===== config.mk =====
export PLATFORM = sky130hd
export DESIGN_NAME = piso_shifter
export DESIGN_NICKNAME = d
export VERILOG_FILES = /design/src/rtl/piso_shifter.sv
export SDC_FILE = /design/constraint.sdc
export NUM_CORES = 1
export LEC_CHECK = 0
export ABC_AREA = 0
export BUFFER_PORTS_ARGS = -buffer_cell sky130_fd_sc_hd__buf_4
export CORE_MARGIN = 2
export CORE_UTILIZATION = 47
export CTS_BUF_LIST = sky130_fd_sc_hd__clkbuf_16
export DETAILED_ROUTE_END_ITERATION = 8
export HOLD_SLACK_MARGIN = 0.06
export PLACE_DENSITY = 0.78
export SETUP_SLACK_MARGIN = 0.2
export SLEW_MARGIN = 15
export SYNTH_ARGS = -nofsm -noshare
export SYNTH_HDL_FRONTEND = slang
export SYNTH_SLANG_ARGS = --single-unit

===== constraint.sdc =====
create_clock -name clk -period 1.2 [get_ports clk]
set_input_delay 0.06 -clock clk [delete_from_list [all_inputs] [get_ports clk]]
set_output_delay 0.06 -clock clk [all_outputs]
set_load 0.02 [all_outputs]

===== src/rtl/piso_shifter.sv =====
// Parallel-in/serial-out shifter: loads a DW-bit word on start&ready, drains it on sdo
// one bit per enabled cycle, optional even-parity bit (PISO_PARITY_EN), then pulses done.
// Ports: clk, rst (sync, active-low), enb, sync_clr, start, data[DW-1:0]
//        -> ready, busy, sdo, sdo_valid, done.
module piso_shifter #(
  parameter int DW        = 16,
  parameter bit LSB_FIRST = 1'b1
) (
  input  logic          clk,
  input  logic          rst,
  input  logic          enb,
  input  logic          sync_clr,
  input  logic          start,
  input  logic [DW-1:0] data,
  output logic          ready,
  output logic          busy,
  output logic          sdo,
  output logic          sdo_valid,
  output logic          done
);

  localparam int CW = $clog2(DW);
  localparam logic [CW-1:0] LAST = CW'(DW - 1);

  typedef enum logic [1:0] {
    S_IDLE   = 2'd0,
    S_SHIFT  = 2'd1,
`ifdef PISO_PARITY_EN
    S_PARITY = 2'd2,
`endif
    S_DONE   = 2'd3
  } state_t;

  state_t          state;
  state_t          state_nx;
  logic [DW-1:0]   shreg;
  logic [CW-1:0]   cnt;
`ifdef PISO_PARITY_EN
  logic            par;
`endif

  always_ff @(posedge clk) begin
    if (!rst) begin
      state <= S_IDLE;
    end else if (enb) begin
      state <= sync_clr ? S_IDLE : state_nx;
    end
  end

  always_comb begin
    state_nx = state;
    unique case (state)
      S_IDLE: begin
        if (start) state_nx = S_SHIFT;
      end
      S_SHIFT: begin
`ifdef PISO_PARITY_EN
        if (cnt == LAST) state_nx = S_PARITY;
`else
        if (cnt == LAST) state_nx = S_DONE;
`endif
      end
`ifdef PISO_PARITY_EN
      S_PARITY: state_nx = S_DONE;
`endif
      S_DONE: begin
        // first DONE cycle raises done, second one retires the frame
        if (done) state_nx = S_IDLE;
      end
      default: state_nx = S_IDLE;
    endcase
  end

  always_comb begin
    ready = (state == S_IDLE);
  end

  always_ff @(posedge clk) begin
    if (!rst) begin
      shreg     <= '0;
      cnt       <= '0;
      sdo       <= 1'b0;
      sdo_valid <= 1'b0;
      busy      <= 1'b0;
      done      <= 1'b0;
`ifdef PISO_PARITY_EN
      par       <= 1'b0;
`endif
    end else if (enb) begin
      if (sync_clr) begin
        shreg     <= '0;
        cnt       <= '0;
        sdo       <= 1'b0;
        sdo_valid <= 1'b0;
        busy      <= 1'b0;
        done      <= 1'b0;
`ifdef PISO_PARITY_EN
        par       <= 1'b0;
`endif
      end else begin
        unique case (state)
          S_IDLE: begin
            if (start) begin
              shreg <= data;
              cnt   <= '0;
              busy  <= 1'b1;
`ifdef PISO_PARITY_EN
              par   <= ^data;
`endif
            end
          end
          S_SHIFT: begin
            sdo       <= LSB_FIRST ? shreg[0] : shreg[DW-1];
            sdo_valid <= 1'b1;
            shreg     <= LSB_FIRST ? (shreg >> 1) : (shreg << 1);
            // saturate so the count never wraps inside a frame
            if (cnt != LAST) cnt <= cnt + CW'(1);
          end
`ifdef PISO_PARITY_EN
          S_PARITY: begin
            sdo       <= par;
            sdo_valid <= 1'b1;
          end
`endif
          S_DONE: begin
            sdo       <= 1'b0;
            sdo_valid <= 1'b0;
            if (!done) begin
              done <= 1'b1;
            end else begin
              done <= 1'b0;
              busy <= 1'b0;
            end
          end
          default: begin
            sdo       <= 1'b0;
            sdo_valid <= 1'b0;
            busy      <= 1'b0;
            done      <= 1'b0;
          end
        endcase
      end
    end
  end

endmodule

==> After elaboration in Yosys (flattened, before gate mapping) <==
Index checks and enable logic that the tools add are counted.
{ "classes": {"addsub": 1, "eq_ne": 11, "muxes": 23, "n_reduce_logical": 9} }
{ "ops": {"columns": ["cell", "count"], "rows": [
  ["$mux 16", 2],
  ["$pmux 16 s2", 1],
  ["$mux 4", 3],
  ["$ne 3x3->1 const B", 4],
  ["$reduce_and 4->1", 3],
  ["$mux 2", 4],
  ["$pmux 4 s2", 1],
  ["$mux 1", 7],
  ["$pmux 1 s2", 3],
  ["$pmux 2 s3", 1],
  ["$add 4x1->4 const B", 1],
  ["$eq 4x4->1 const B", 1],
  ["$ne 2x2->1 const B", 2],
  ["$ne 4x4->1 const B", 1],
  ["$reduce_and 2->1", 2],
  ["$pmux 1 s3", 1],
  ["$reduce_and 3->1", 1],
  ["$reduce_bool 3->1", 1],
  ["$eq 2x1->1 const B", 1],
  ["$eq 2x2->1 const B", 1],
  ["$logic_not 2->1", 1],
  ["$ne 2x1->1 const B", 1],
  ["$reduce_or 2->1", 1]
]} }
{ "word_totals": {"register_bits": 26, "in_bits": 21, "word_cells": 51} }

==> Longest topological paths before layout <==
{ "logic_depth": {"word_depth": 4, "depth_mapped": 5} }

==> Least setup slack after synthesis <==
OpenSTA, ideal clock, no wires.
{ "synth_path": {"path_kind": "reg-to-reg", "start": "register state[1]", "end": "register shreg[0]", "setup_time_ns": 0.127, "arrival_time_ns": 1.084, "t_required_ns": 1.073, "setup_slack_ns": -0.012, "stages_incl_launch_ff": 6, "synth_period_minus_slack_ns": 1.212, "path_cell_list": "dfxtp_1 nand2b_1 buf_2 buf_4 mux2i_1 o2bb2ai_1"} }
{ "synth_via": {"elab_chain_cells": 3, "word_cells_on_any_way": 7} }
{ "synth_lines": {"columns": ["item", "line", "text"], "rows": [
  ["from (decl)", "34", "state_t state;"],
  ["from (signal assigned)", "46", "state <= sync_clr ? S_IDLE : state_nx;"],
  ["$eq 2x1->1 / $logic_not 2->1 (equally long branches)", "101", "unique case (state)"],
  ["$pmux 16 s2, or another cell as far along", "101", null],
  ["$mux 16 / $reduce_and 3->1 (equally long branches)", null, null],
  ["to (signal assigned)", "104", "shreg <= data;"],
  ["to (signal assigned)", "115", "shreg <= LSB_FIRST ? (shreg >> 1) : (shreg << 1);"],
  ["to (decl)", "36", "logic [DW-1:0] shreg;"]
]} }
Parallel ways exist; a longest one is shown, timed or not.
A chain may end at the register's enable or synchronous reset.

==> Worst setup path in the final report <==
{ "layout_path": {"start": "register state[1]", "end": "register cnt[3]"} }
{ "layout_via": {"elab_chain_cells": 3, "word_cells_on_any_way": 8} }
{ "layout_lines": {"columns": ["item", "line", "text"], "rows": [
  ["$eq 2x1->1 / $logic_not 2->1 (equally long branches)", "101", null],
  ["$ne 3x3->1 (no source line), or another cell as far along", null, null],
  ["$reduce_and 4->1 (no source line) / $mux 4 (equally long branches)", null, null],
  ["to (signal assigned)", "117", "if (cnt != LAST) cnt <= cnt + CW'(1);"],
  ["to (decl)", "37", "logic [CW-1:0] cnt;"]
]} }
Parallel ways exist; a longest one is shown, timed or not.

==> results.py <==
metrics = {
    "run_status": {
        "status": "finished with violations",
        "violations": "setup timing",
    },
    "grt": {
        "grt_usage_pct": 19.8,
        "grt_pass1_vias": 1102,
        "antenna_found_initial": 0,
        "grt_max_degree": 17,
        "overflow": 0,
        "grt_pass1_wl_um": 4890,
    },
    "floorplan": {
        "start_util_pct": 49.9,
        "coreArea_mm2": 0.00248,
        "die_w_um": 55.3,
        "io_pins": 26,
        "rows": 18,
        "fp.dieH_um": 55.3,
        "die_area_mm2": 0.00306,
    },
    "cts": {
        "cts_tree": "built",
        "clockBufferDepth": 2,
        "clock_tree.root_cell": "clkbuf_16",
        "cts_buffers": 3,
        "h-tree-depth": 1,
        "clk_pin_slew_ns": 0.07,
        "cts.hold.buffers_added": 0,
        "clock_latency_ns": 0.26,
        "cts.sinks": 26,
    },
    "routing": {
        "drt-total-wl_um": 2880,
        "wl_per_cell_um": 15.6,
        "via_per_inst": 5.89,
        "num_vias": 1090,
        "first_pass_iters": 4,
        "post-route-drc-count": 0,
        "drt_iter0_drc": 22,
        "ant_nets": 0,
    },
    "power": {
        "p_switching_mw": 0.480,
        "p_per_area_mw_per_mm2": 1170,
        "switching_share_pct": 22.6,
        "max-vdd-ir-drop_mv": 1.07,
        "cell_internal_pwr_mw": 1.64,
        "seqPwrFrac_pct": 42.6,
        "pwr-share-comb_pct": 15.8,
        "clock_power_share_pct": 41.6,
        "leakage_nw": 0.754,
    },
    "hold_path": {
        "min_path_type": "input port to register",
        "min_from": "data[7]",
    },
    "placed_design": {
        "hpwl_um": 1900,
        "io_buffers": 25,
        "placed_cells_incl_taps": 178,
        "gp_congestion": 0.857,
    },
    "synth": {
        "synth.most_common_cell": "dfxtp_1",
        "ys_seq_elements": 26,
        "synth_flop_cell": "dfxtp_1",
        "netlist_top_cells_area": "dfxtp_1 (42%), mux2i_1 (12%), o2bb2ai_1 (11%)",
        "synth-edff-count": 0,
        "synth_nets": 148,
        "synthTopCellsByCount": "dfxtp_1 (26), mux2i_1 (15), o2bb2ai_1 (15)",
        "netlist_instances": 126,
        "synth_area_per_cell_um2": 9.81,
        "synth_top_area_cell": "dfxtp_1",
        "synth_cell_type_count": 40,
        "async_flop_share_pct": 0,
        "yosysWarnings": 0,
        "synth-seq-area-share_pct": 42.1,
        "synth_top_area_share_pct": 42.1,
        "synth_area_mm2": 0.00124,
    },
    "finish": {
        "register_area_um2": 534,
        "finalNonFillerCells": 185,
        "diodes": 0,
        "drive_gt1_share_pct": 43.9,
        "fillers": 171,
        "final_core_util_pct": 73.3,
        "final_nets": 178,
        "multi_input_area_um2": 822,
        "area_growth_pct": 47.0,
    },
    "flow_run": {
        "drv_cap": 0,
    },
    "sta": {
        "fin_skew_ns": 0.00399,
        "max_freq_mhz": 795,
        "timing.final.max_slew_violations": 0,
        "worstMarginPinSlew_ns": 0.294,
        "setup_violations": 5,
        "maxSlewHeadroom_pct": 80.4,
        "period_share_pct": 105,
        "hold_violations": 0,
        "layout_min_cycle_time_ns": 1.26,
        "setup_slack_ns": -0.0585,
        "rsz0062_at_grt": "true",
    },
    "worst_setup_path": {
        "cp_data_required_time_ns": 1.39,
        "startpoint": "state[1]",
        "crit_path_start_kind": "register",
        "endpoint_kind": "register",
        "crit_fanout": 9,
        "path_class": "register to register",
        "r2r-start": "state[1]",
        "critPathArrivalTime_ns": 1.45,
    },
}
==> final cells by class <==
class	count	area share, %
Tap cell	30	2.07
Timing Repair Buffer	35	16.5
Sequential cell	26	29.4
Inverter	6	1.24
Clock buffer	4	5.51
Multi-Input combinational cell	84	45.2
==> cell families after synthesis <==
group                    after synthesis  synth area share [%]
AO/OA/AOI/OAI                         42                  26.8
adder cells (fa/ha/maj)                1                  1.01
buffers and inverters                 16                  6.27
flip-flops                            26                  42.1
multiplexers                          15                  12.1
AND/OR/NAND/NOR                       26                  11.6
==> metrics by stage <==
| stage | setup slack, ns | power, mW | instance area, µm² | TNS (ns) | hold WS (ns) |
|---|---|---|---|---|---|
| final | -0.0585 | 2.12 | 1820 | -0.111 | 0.0741 |
| after global placement | -0.0106 | 1.20 | 1550 | -0.0106 | 0.327 |
| after floorplan | 0.0554 | 1.11 | 1340 | 0 | 0.214 |
| after detailed placement | -0.0614 | 1.21 | 1550 | -0.170 | 0.341 |
| after CTS | -0.0314 | 2.10 | 1750 | -0.0597 | 0.0743 |
| after global routing | -0.0863 | 2.20 | 1820 | -0.478 | 0.0870 |
==> power groups by stage <==
stage          logic (mW)  registers [mW]  clock network [mW]
2_1_floorplan       0.180           0.928                   0
3_3_place_gp        0.275           0.925                   0
3_5_place_dp        0.282           0.926                   0
4_1_cts             0.305           0.903               0.895
5_1_grt             0.363           0.906               0.928
6_report            0.335           0.904               0.883
==> path summary, 6_finish.rpt <==
check	to	slack [ns]	cells after the start
worst max-delay path	cnt[3]	-0.06	3
worst min-delay path	shreg[7]	0.07	3
worst max register to register	cnt[3]	-0.06	3
worst min register to register	shreg[14]	0.46	1
==> flip-flops by register name (all words and copies together) (netlist names) <==
name,cells
done,1
sdo,1
shreg,16
state,2
cnt,4
busy,1
sdo_valid,1
==> critical path, cell delays in order (launching register included) <==
cell       delay, ns
dfxtp_4         0.39
or3b_4          0.41
a311oi_2        0.20
a2bb2oi_1       0.19
==> repair_timing <==
action,4_1_cts,5_1_grt
gates resized for setup,17,11
buffers inserted,2,0
endpoints found under the setup margin,26,26
endpoints found under the hold margin,0,0
pin swaps,4,5
gates cloned,0,1
==> placed cells by master (no fill, tap or decap), types with 2 or more instances in the layout <==
cell type / netlist / routed
a211oi_1: 2 / 2
a21oi_1: 5 / 4
buf_4: 3 / 31
buf_6: 0 / 2
clkbuf_16: 0 / 5
dfxtp_1: 26 / 21
dfxtp_2: 0 / 2
dfxtp_4: 0 / 3
inv_1: 6 / 6
mux2i_1: 15 / 14
nand2_1: 7 / 7
nand4_1: 2 / 2
nor2_2: 0 / 2
o211ai_1: 2 / 2
o21ai_1: 0 / 2
o22ai_2: 0 / 2
o2bb2ai_1: 15 / 15
==> routing by layer <==
metal / global-route usage, % / up-vias / share of wire, %
li1: - / 542 / -
met1: 24.7 / 512 / 44
met2: 31.6 / 28 / 50
met3: 4.45 / 8 / 4.0
met4: 10.5 / 0 / 2.4
met5: 0 / - / 0
Note: power is estimated with default switching activity, not from simulation.
